==> src/rtl/spi_pkg.sv <==
// Shared definitions for the SPI peripheral: FSM states, mode bit positions, word width.
package spi_pkg;

  typedef enum logic {
    IDLE   = 1'b0,
    ACTIVE = 1'b1
  } spi_state_t;

  localparam int CPOL_BIT = 1;
  localparam int CPHA_BIT = 0;
  localparam int SPI_DATA_W = 16;

endpackage

==> src/rtl/spi_input_sync.sv <==
// Multi-flop synchronizer for one SPI pin, with registered level and edge strobes.
module spi_input_sync #(
  parameter int   STAGES  = 2,
  parameter logic RST_VAL = 1'b0
) (
  input  logic i_Clk,
  input  logic i_Rst,
  input  logic d,
  output logic level,
  output logic rise,
  output logic fall
);

  logic [STAGES-1:0] sync;

  // Strobes and level are registered together so they stay aligned for the consumer.
  always_ff @(posedge i_Clk or posedge i_Rst) begin
    if (i_Rst) begin
      sync  <= {STAGES{RST_VAL}};
      level <= RST_VAL;
      rise  <= 1'b0;
      fall  <= 1'b0;
    end else begin
      sync  <= {sync[STAGES-2:0], d};
      level <= sync[STAGES-1];
      rise  <= sync[STAGES-1] & ~level;
      fall  <= ~sync[STAGES-1] & level;
    end
  end

endmodule

==> src/rtl/spi_slave_peripheral.sv <==
// SPI slave endpoint: oversampled bus, configurable mode/length/bit order,
// one-deep TX holding register, multi-word frames with sticky error flags.
module spi_slave_peripheral
  import spi_pkg::*;
#(
  parameter int SYNC_STAGES      = 2,
  parameter int MAX_WORDS_PER_CS = 8,
  localparam int CNT_W           = $clog2(MAX_WORDS_PER_CS + 1)
) (
  input  logic             i_Clk,
  input  logic             i_Rst,
  input  logic [1:0]       i_spi_mode,
  input  logic [3:0]       i_data_length,
  input  logic             i_TX_MSB_first,
  input  logic             i_RX_MSB_first,
  input  logic [15:0]      i_TX_Data,
  input  logic             i_TX_DV,
  output logic             o_TX_Ready,
  output logic             o_RX_DV,
  output logic [15:0]      o_RX_Data,
  output logic [CNT_W-1:0] o_RX_Count,
  output logic             o_Busy,
  output logic             o_TX_Underrun,
  output logic             o_Frame_Err,
  input  logic             i_Clr_Flags,
  input  logic             i_SPI_Clk,
  input  logic             i_SPI_MOSI,
  input  logic             i_SPI_CS_n,
  output logic             o_SPI_MISO,
  output logic             o_SPI_MISO_En
);

  spi_state_t state;
  logic sclk_lvl, sclk_rise, sclk_fall;
  logic mosi_lvl, mosi_rise_unused, mosi_fall_unused;
  logic cs_lvl_unused, cs_rise, cs_fall;

  logic [1:0]  mode_q;
  logic [3:0]  len_q;
  logic        tx_msb_q, rx_msb_q;
  logic [3:0]  bit_cnt;
  logic [15:0] tx_sh, rx_sh, rx_next, load_word;
  logic        hold_full;
  logic [15:0] hold_data;
  logic        lead, trail, sample, drive, cs_fall_go, word_done, consume;

  spi_input_sync #(.STAGES(SYNC_STAGES), .RST_VAL(1'b0)) u_sync_sclk (
    .i_Clk(i_Clk), .i_Rst(i_Rst), .d(i_SPI_Clk),
    .level(sclk_lvl), .rise(sclk_rise), .fall(sclk_fall));
  spi_input_sync #(.STAGES(SYNC_STAGES), .RST_VAL(1'b0)) u_sync_mosi (
    .i_Clk(i_Clk), .i_Rst(i_Rst), .d(i_SPI_MOSI),
    .level(mosi_lvl), .rise(mosi_rise_unused), .fall(mosi_fall_unused));
  spi_input_sync #(.STAGES(SYNC_STAGES), .RST_VAL(1'b1)) u_sync_cs (
    .i_Clk(i_Clk), .i_Rst(i_Rst), .d(i_SPI_CS_n),
    .level(cs_lvl_unused), .rise(cs_rise), .fall(cs_fall));

  // Returns {next MISO bit, shifted register}; MSB-first reads bit 'len' then shifts left.
  function automatic logic [16:0] pop_word(input logic [15:0] w, input logic [3:0] len,
                                           input logic msb);
    return msb ? {w[len], w << 1} : {w[0], w >> 1};
  endfunction

  always_comb begin
    lead       = mode_q[CPOL_BIT] ? sclk_fall : sclk_rise;
    trail      = mode_q[CPOL_BIT] ? sclk_rise : sclk_fall;
    sample     = mode_q[CPHA_BIT] ? trail : lead;
    drive      = mode_q[CPHA_BIT] ? lead : trail;
    cs_fall_go = (state == IDLE) && cs_fall;
    word_done  = (state == ACTIVE) && !cs_rise && sample && (bit_cnt == len_q);
    consume    = cs_fall_go || word_done;
    load_word  = hold_full ? hold_data : 16'h0000;
    rx_next    = rx_msb_q ? {rx_sh[14:0], mosi_lvl}
                          : ((rx_sh >> 1) | (16'(mosi_lvl) << len_q));
  end

  // Holding register: a consume on an empty register leaves a same-cycle write intact.
  always_ff @(posedge i_Clk or posedge i_Rst) begin
    if (i_Rst) begin
      hold_full <= 1'b0;
      hold_data <= 16'h0000;
    end else begin
      if (consume && hold_full) hold_full <= 1'b0;
      if (i_TX_DV && !hold_full) begin
        hold_full <= 1'b1;
        hold_data <= i_TX_Data;
      end
    end
  end
  assign o_TX_Ready = ~hold_full;

  always_ff @(posedge i_Clk or posedge i_Rst) begin
    if (i_Rst) begin
      o_TX_Underrun <= 1'b0;
      o_Frame_Err   <= 1'b0;
    end else if (i_Clr_Flags) begin
      o_TX_Underrun <= 1'b0;
      o_Frame_Err   <= 1'b0;
    end else begin
      if (consume && !hold_full) o_TX_Underrun <= 1'b1;
      if ((state == ACTIVE) && cs_rise && (bit_cnt != 4'd0)) o_Frame_Err <= 1'b1;
    end
  end

  always_ff @(posedge i_Clk or posedge i_Rst) begin
    if (i_Rst) begin
      state      <= IDLE;
      mode_q     <= 2'b00;
      len_q      <= 4'd0;
      tx_msb_q   <= 1'b1;
      rx_msb_q   <= 1'b1;
      bit_cnt    <= 4'd0;
      tx_sh      <= 16'h0000;
      rx_sh      <= 16'h0000;
      o_RX_DV    <= 1'b0;
      o_RX_Data  <= 16'h0000;
      o_RX_Count <= '0;
      o_Busy     <= 1'b0;
      o_SPI_MISO <= 1'b0;
    end else begin
      o_RX_DV <= 1'b0;
      case (state)
        IDLE: if (cs_fall) begin
          mode_q     <= i_spi_mode;
          len_q      <= i_data_length;
          tx_msb_q   <= i_TX_MSB_first;
          rx_msb_q   <= i_RX_MSB_first;
          bit_cnt    <= 4'd0;
          rx_sh      <= 16'h0000;
          o_RX_Count <= '0;
          o_Busy     <= 1'b1;
          state      <= ACTIVE;
          if (!i_spi_mode[CPHA_BIT])
            {o_SPI_MISO, tx_sh} <= pop_word(load_word, i_data_length, i_TX_MSB_first);
          else
            tx_sh <= load_word;
        end
        ACTIVE: begin
          if (cs_rise) begin
            state      <= IDLE;
            o_Busy     <= 1'b0;
            o_SPI_MISO <= 1'b0;
          end else begin
            if (sample) begin
              if (bit_cnt == len_q) begin
                o_RX_DV   <= 1'b1;
                o_RX_Data <= rx_next;
                rx_sh     <= 16'h0000;
                bit_cnt   <= 4'd0;
                tx_sh     <= load_word;
                if (o_RX_Count != CNT_W'(MAX_WORDS_PER_CS)) o_RX_Count <= o_RX_Count + 1'b1;
              end else begin
                rx_sh   <= rx_next;
                bit_cnt <= bit_cnt + 4'd1;
              end
            end
            if (drive) {o_SPI_MISO, tx_sh} <= pop_word(tx_sh, len_q, tx_msb_q);
          end
        end
        default: state <= IDLE;
      endcase
    end
  end
  assign o_SPI_MISO_En = o_Busy;

endmodule
==> config.mk <==
export PLATFORM = sky130hd
export DESIGN_NAME = spi_slave_peripheral
export DESIGN_NICKNAME = d
export VERILOG_FILES = /design/src/rtl/spi_pkg.sv /design/src/rtl/spi_input_sync.sv /design/src/rtl/spi_slave_peripheral.sv
export SDC_FILE = /design/constraint.sdc
export NUM_CORES = 1
export LEC_CHECK = 0
export ABC_AREA = 1
export CAP_MARGIN = 20
export CORE_MARGIN = 10
export CORE_UTILIZATION = 53
export CTS_BUF_LIST = sky130_fd_sc_hd__clkbuf_4 sky130_fd_sc_hd__clkbuf_8
export CTS_CLUSTER_SIZE = 25
export DETAILED_ROUTE_END_ITERATION = 6
export GPL_TIMING_DRIVEN = 0
export PLACE_DENSITY = 0.8
export SYNTH_ARGS = -nofsm -noshare
export SYNTH_HDL_FRONTEND = slang
export SYNTH_SLANG_ARGS = --single-unit
==> constraint.sdc <==
create_clock -name i_Clk -period 2.8 [get_ports i_Clk]
set_input_delay 0.42 -clock i_Clk [delete_from_list [all_inputs] [get_ports i_Clk]]
set_output_delay 0.42 -clock i_Clk [all_outputs]
set_load 0.01 [all_outputs]
==> results_dict.tcl <==
set metrics [dict create \
    status "finished clean" \
    arrival_ps 2380 \
    synth.most_common_cell "nand2_1" \
    startpoint_type "primary input" \
    power.internal_mw 3.37 \
    comb_power_share_pct 45.9 \
    cts_inserted_buffers 9 \
    p_sw_mw 2.42 \
    clock_path_buffers 2 \
    yosys_warnings 0 \
    finalPower_mw 5.79 \
    hold_buffers 0 \
    dpl.cell_count 872 \
    report.final.slew_viol_count 0 \
    min_path_type "flop to flop" \
    clkSinkCount 100 \
    place.gp.congestion 0.965 \
    synthesis.area_um2 5460 \
    grt_pass1_vias 4803 \
    syn_inst 681 \
    clock_latency_ps 380 \
    vias_per_cell 5.43 \
    period_minus_slack_ps 2110 \
    required_ps 3070 \
    async_reset_ff_share_pct 100 \
    syn_area_per_cell_um2 8.02 \
    power.share.switching_pct 41.7 \
    grt_first_pass_wirelength_um 22800 \
    core-area_um2 9910 \
    critPathMostFrequentCell "nand2_1" \
    synth_top_cells_by_area "dfrtp_1, nand2_1, o21ai_0" \
    syn2layout_area_growth_pct 17.6 \
    drive_gt1_share_pct 13.0 \
    pwr-share-clk_pct 15.6 \
    path_class "primary input to flop" \
    dr.first_iter.drc_count 484 \
    ys_seq_area_share_pct 45.9 \
    grt_use_met2_pct 32.1 \
    met3_usage_pct 5.54 \
    slowest_delay_ps 600 \
    synth_edf_count 0 \
    final_cell_area_um2 6420 \
    synth_top_area_share_pct 43.5 \
    worstMarginPinSlew_ps 621 \
    placed_area_um2 6230 \
    synth-seq-cells 100 \
    synth_largest_area_cell "dfrtp_1" \
    wl_um 13700 \
    dp_hpwl_um 10400 \
    powerDensity_nw_per_um2 902 \
    ys_types 37 \
    syn_nets 716 \
    fin_nets 785 \
    rsz0062_at_grt "false" \
    finalSetupViolCount 0 \
    synthTopCellsByCount "nand2_1, dfrtp_1, inv_1" \
    chipWidth_um 122 \
    wl_per_cell_um 15.5 \
    grtUsageMet1_pct 22.6 \
    nFillCells 864 \
    skew_ps 17.1 \
    postRouteAntennaNets 0 \
    slew_headroom_pct 58.5 \
    diodes 0 \
    die_area_um2 14800 \
    p_leak_nw 2.95 \
    die_h_um 122 \
    post_cts_resized 0 \
    root_buffer "clkbuf_8" \
    slowest_stage "clkdlybuf4s50_1" \
    htreeDepth 3 \
    start_util_pct 55.1 \
    busiest_layer "met2" \
    pre_cts_slack_ps 390 \
    post_cts_buffers 0 \
    setup_tns_ps 0 \
    grt-ovfl-total 0 \
    port_buffers 56 \
    grt.total_usage_pct 18.8 \
    crit_chain "clkdlybuf4s50_1, clkinv_1, nand2_1, buf_2, o22ai_1, o21ai_0, nand2_1, nand2_2, o21ai_2" \
    cts_tree "done" \
    grt_start_max_net_pins 44 \
    setup_ws_ps 689 \
    clk_pin_slew_ps 100 \
    drc 0 \
    io-pin-count 58 \
    vias 4826 \
    max_freq_mhz 474 \
    seqPwrFrac_pct 38.5 \
    critPathMaxFanout 10 \
    final_cells 888 \
    synthFlopType "dfrtp_1" \
    vdd_drop_max_mv 0.488 \
    firstDrtPassIters 7 \
    row_count 36 \
    finalHoldViolCount 0 \
    critical_path.endpoint_type "flop" \
    period_share_pct 75.4 \
    antenna_found_initial 0 \
    drv_cap 0 \
]
[cell type report]
class	count	area (um2)	share of cell area, %
Inverter	76	297	4.62
Multi-Input combinational cell	471	2460	38.3
Clock inverter	4	31.3	0.487
Tap cell	133	166	2.59
Clock buffer	12	159	2.47
Sequential cell	100	2510	39.1
Buffer	34	196	3.06
Timing Repair Buffer	58	601	9.35
[placed cells by master (no fill, tap or decap), types with 7 or more instances in the layout]
cell type,n
clkdlybuf4s50_1,56
o21ai_0,53
o21ai_2,11
nand2_2,8
a21oi_1,24
clkbuf_1,13
buf_2,15
nand3_1,51
mux2_2,16
o211ai_1,15
nor2_1,41
o22ai_1,25
nand2_1,176
inv_1,68
clkbuf_8,11
dfrtp_1,95
xor2_1,7
o21ai_1,16
[cells by family after synthesis]
| kind of cell | Yosys count | share of synthesized area, % |
|---|---|---|
| AND/OR/NAND/NOR | 292 | 23.3 |
| AO/OA/AOI/OAI | 152 | 16.5 |
| buffers and inverters | 110 | 8.96 |
| flip-flops | 100 | 45.9 |
| multiplexers | 16 | 3.30 |
| XOR/XNOR | 7 | 1.12 |
| adder cells (fa/ha/maj) | 4 | 0.917 |
[critical path: cells and delay by family]
family	cells	cell delay [ps]
buf+inv	3	1140
compound gates	3	390
simple gates	3	430
[flip-flops by register name (all words and copies together), names as in the netlist, 2 cells and up]
| name | cells |
|---|---|
| bit_cnt | 4 |
| hold_data | 16 |
| len_q | 4 |
| mode_q | 2 |
| o_RX_Count | 4 |
| o_RX_Data | 16 |
| rx_sh | 16 |
| tx_sh | 16 |
| u_sync_cs.sync | 2 |
| u_sync_mosi.sync | 2 |
| u_sync_sclk.sync | 2 |
[path summary, 6_finish.rpt]
kind / startpoint / to / slack, ps / cells after the start
min in group asynchronous: i_Rst / tx_sh[3]$_DFFE_PP0P_ / 460 / 2
min reg2reg: u_sync_mosi.sync[0]$_DFF_PP0_ / u_sync_mosi.sync[1]$_DFF_PP0_ / 360 / 0
min: u_sync_mosi.sync[0]$_DFF_PP0_ / u_sync_mosi.sync[1]$_DFF_PP0_ / 360 / 0
max reg2reg: state$_DFF_PP0_ / bit_cnt[0]$_DFFE_PP0P_ / 940 / 6
max in group asynchronous: i_Rst / u_sync_cs.sync[0]$_DFF_PP1_ / 1660 / 3
max: i_spi_mode[0] / tx_sh[5]$_DFFE_PP0P_ / 690 / 9
[power by group through the flow]
stage	registers [mW]	clock network [mW]	logic [mW]
3_3_place_gp	2.23	0	2.55
2_1_floorplan	2.22	0	1.83
3_5_place_dp	2.26	0	2.63
4_1_cts	2.23	0.917	2.65
5_1_grt	2.29	0.986	2.96
6_report	2.23	0.902	2.66
[metal layers]
layer  part of all wire, %  routed length [um]
met1                    43                5840
met2                    49                6740
met3                   7.3                 999
met4                   1.1                 148
met5                     0                   0
[through the flow]
stage | hold WS, ps | util, %
after floorplan | 331 | -
after detailed placement | 336 | 62.9
after global routing | 366 | 64.8
final | 357 | 64.8
after global placement | 333 | 62.5
after CTS | 357 | 64.8
(Power assumes the default switching activity.)
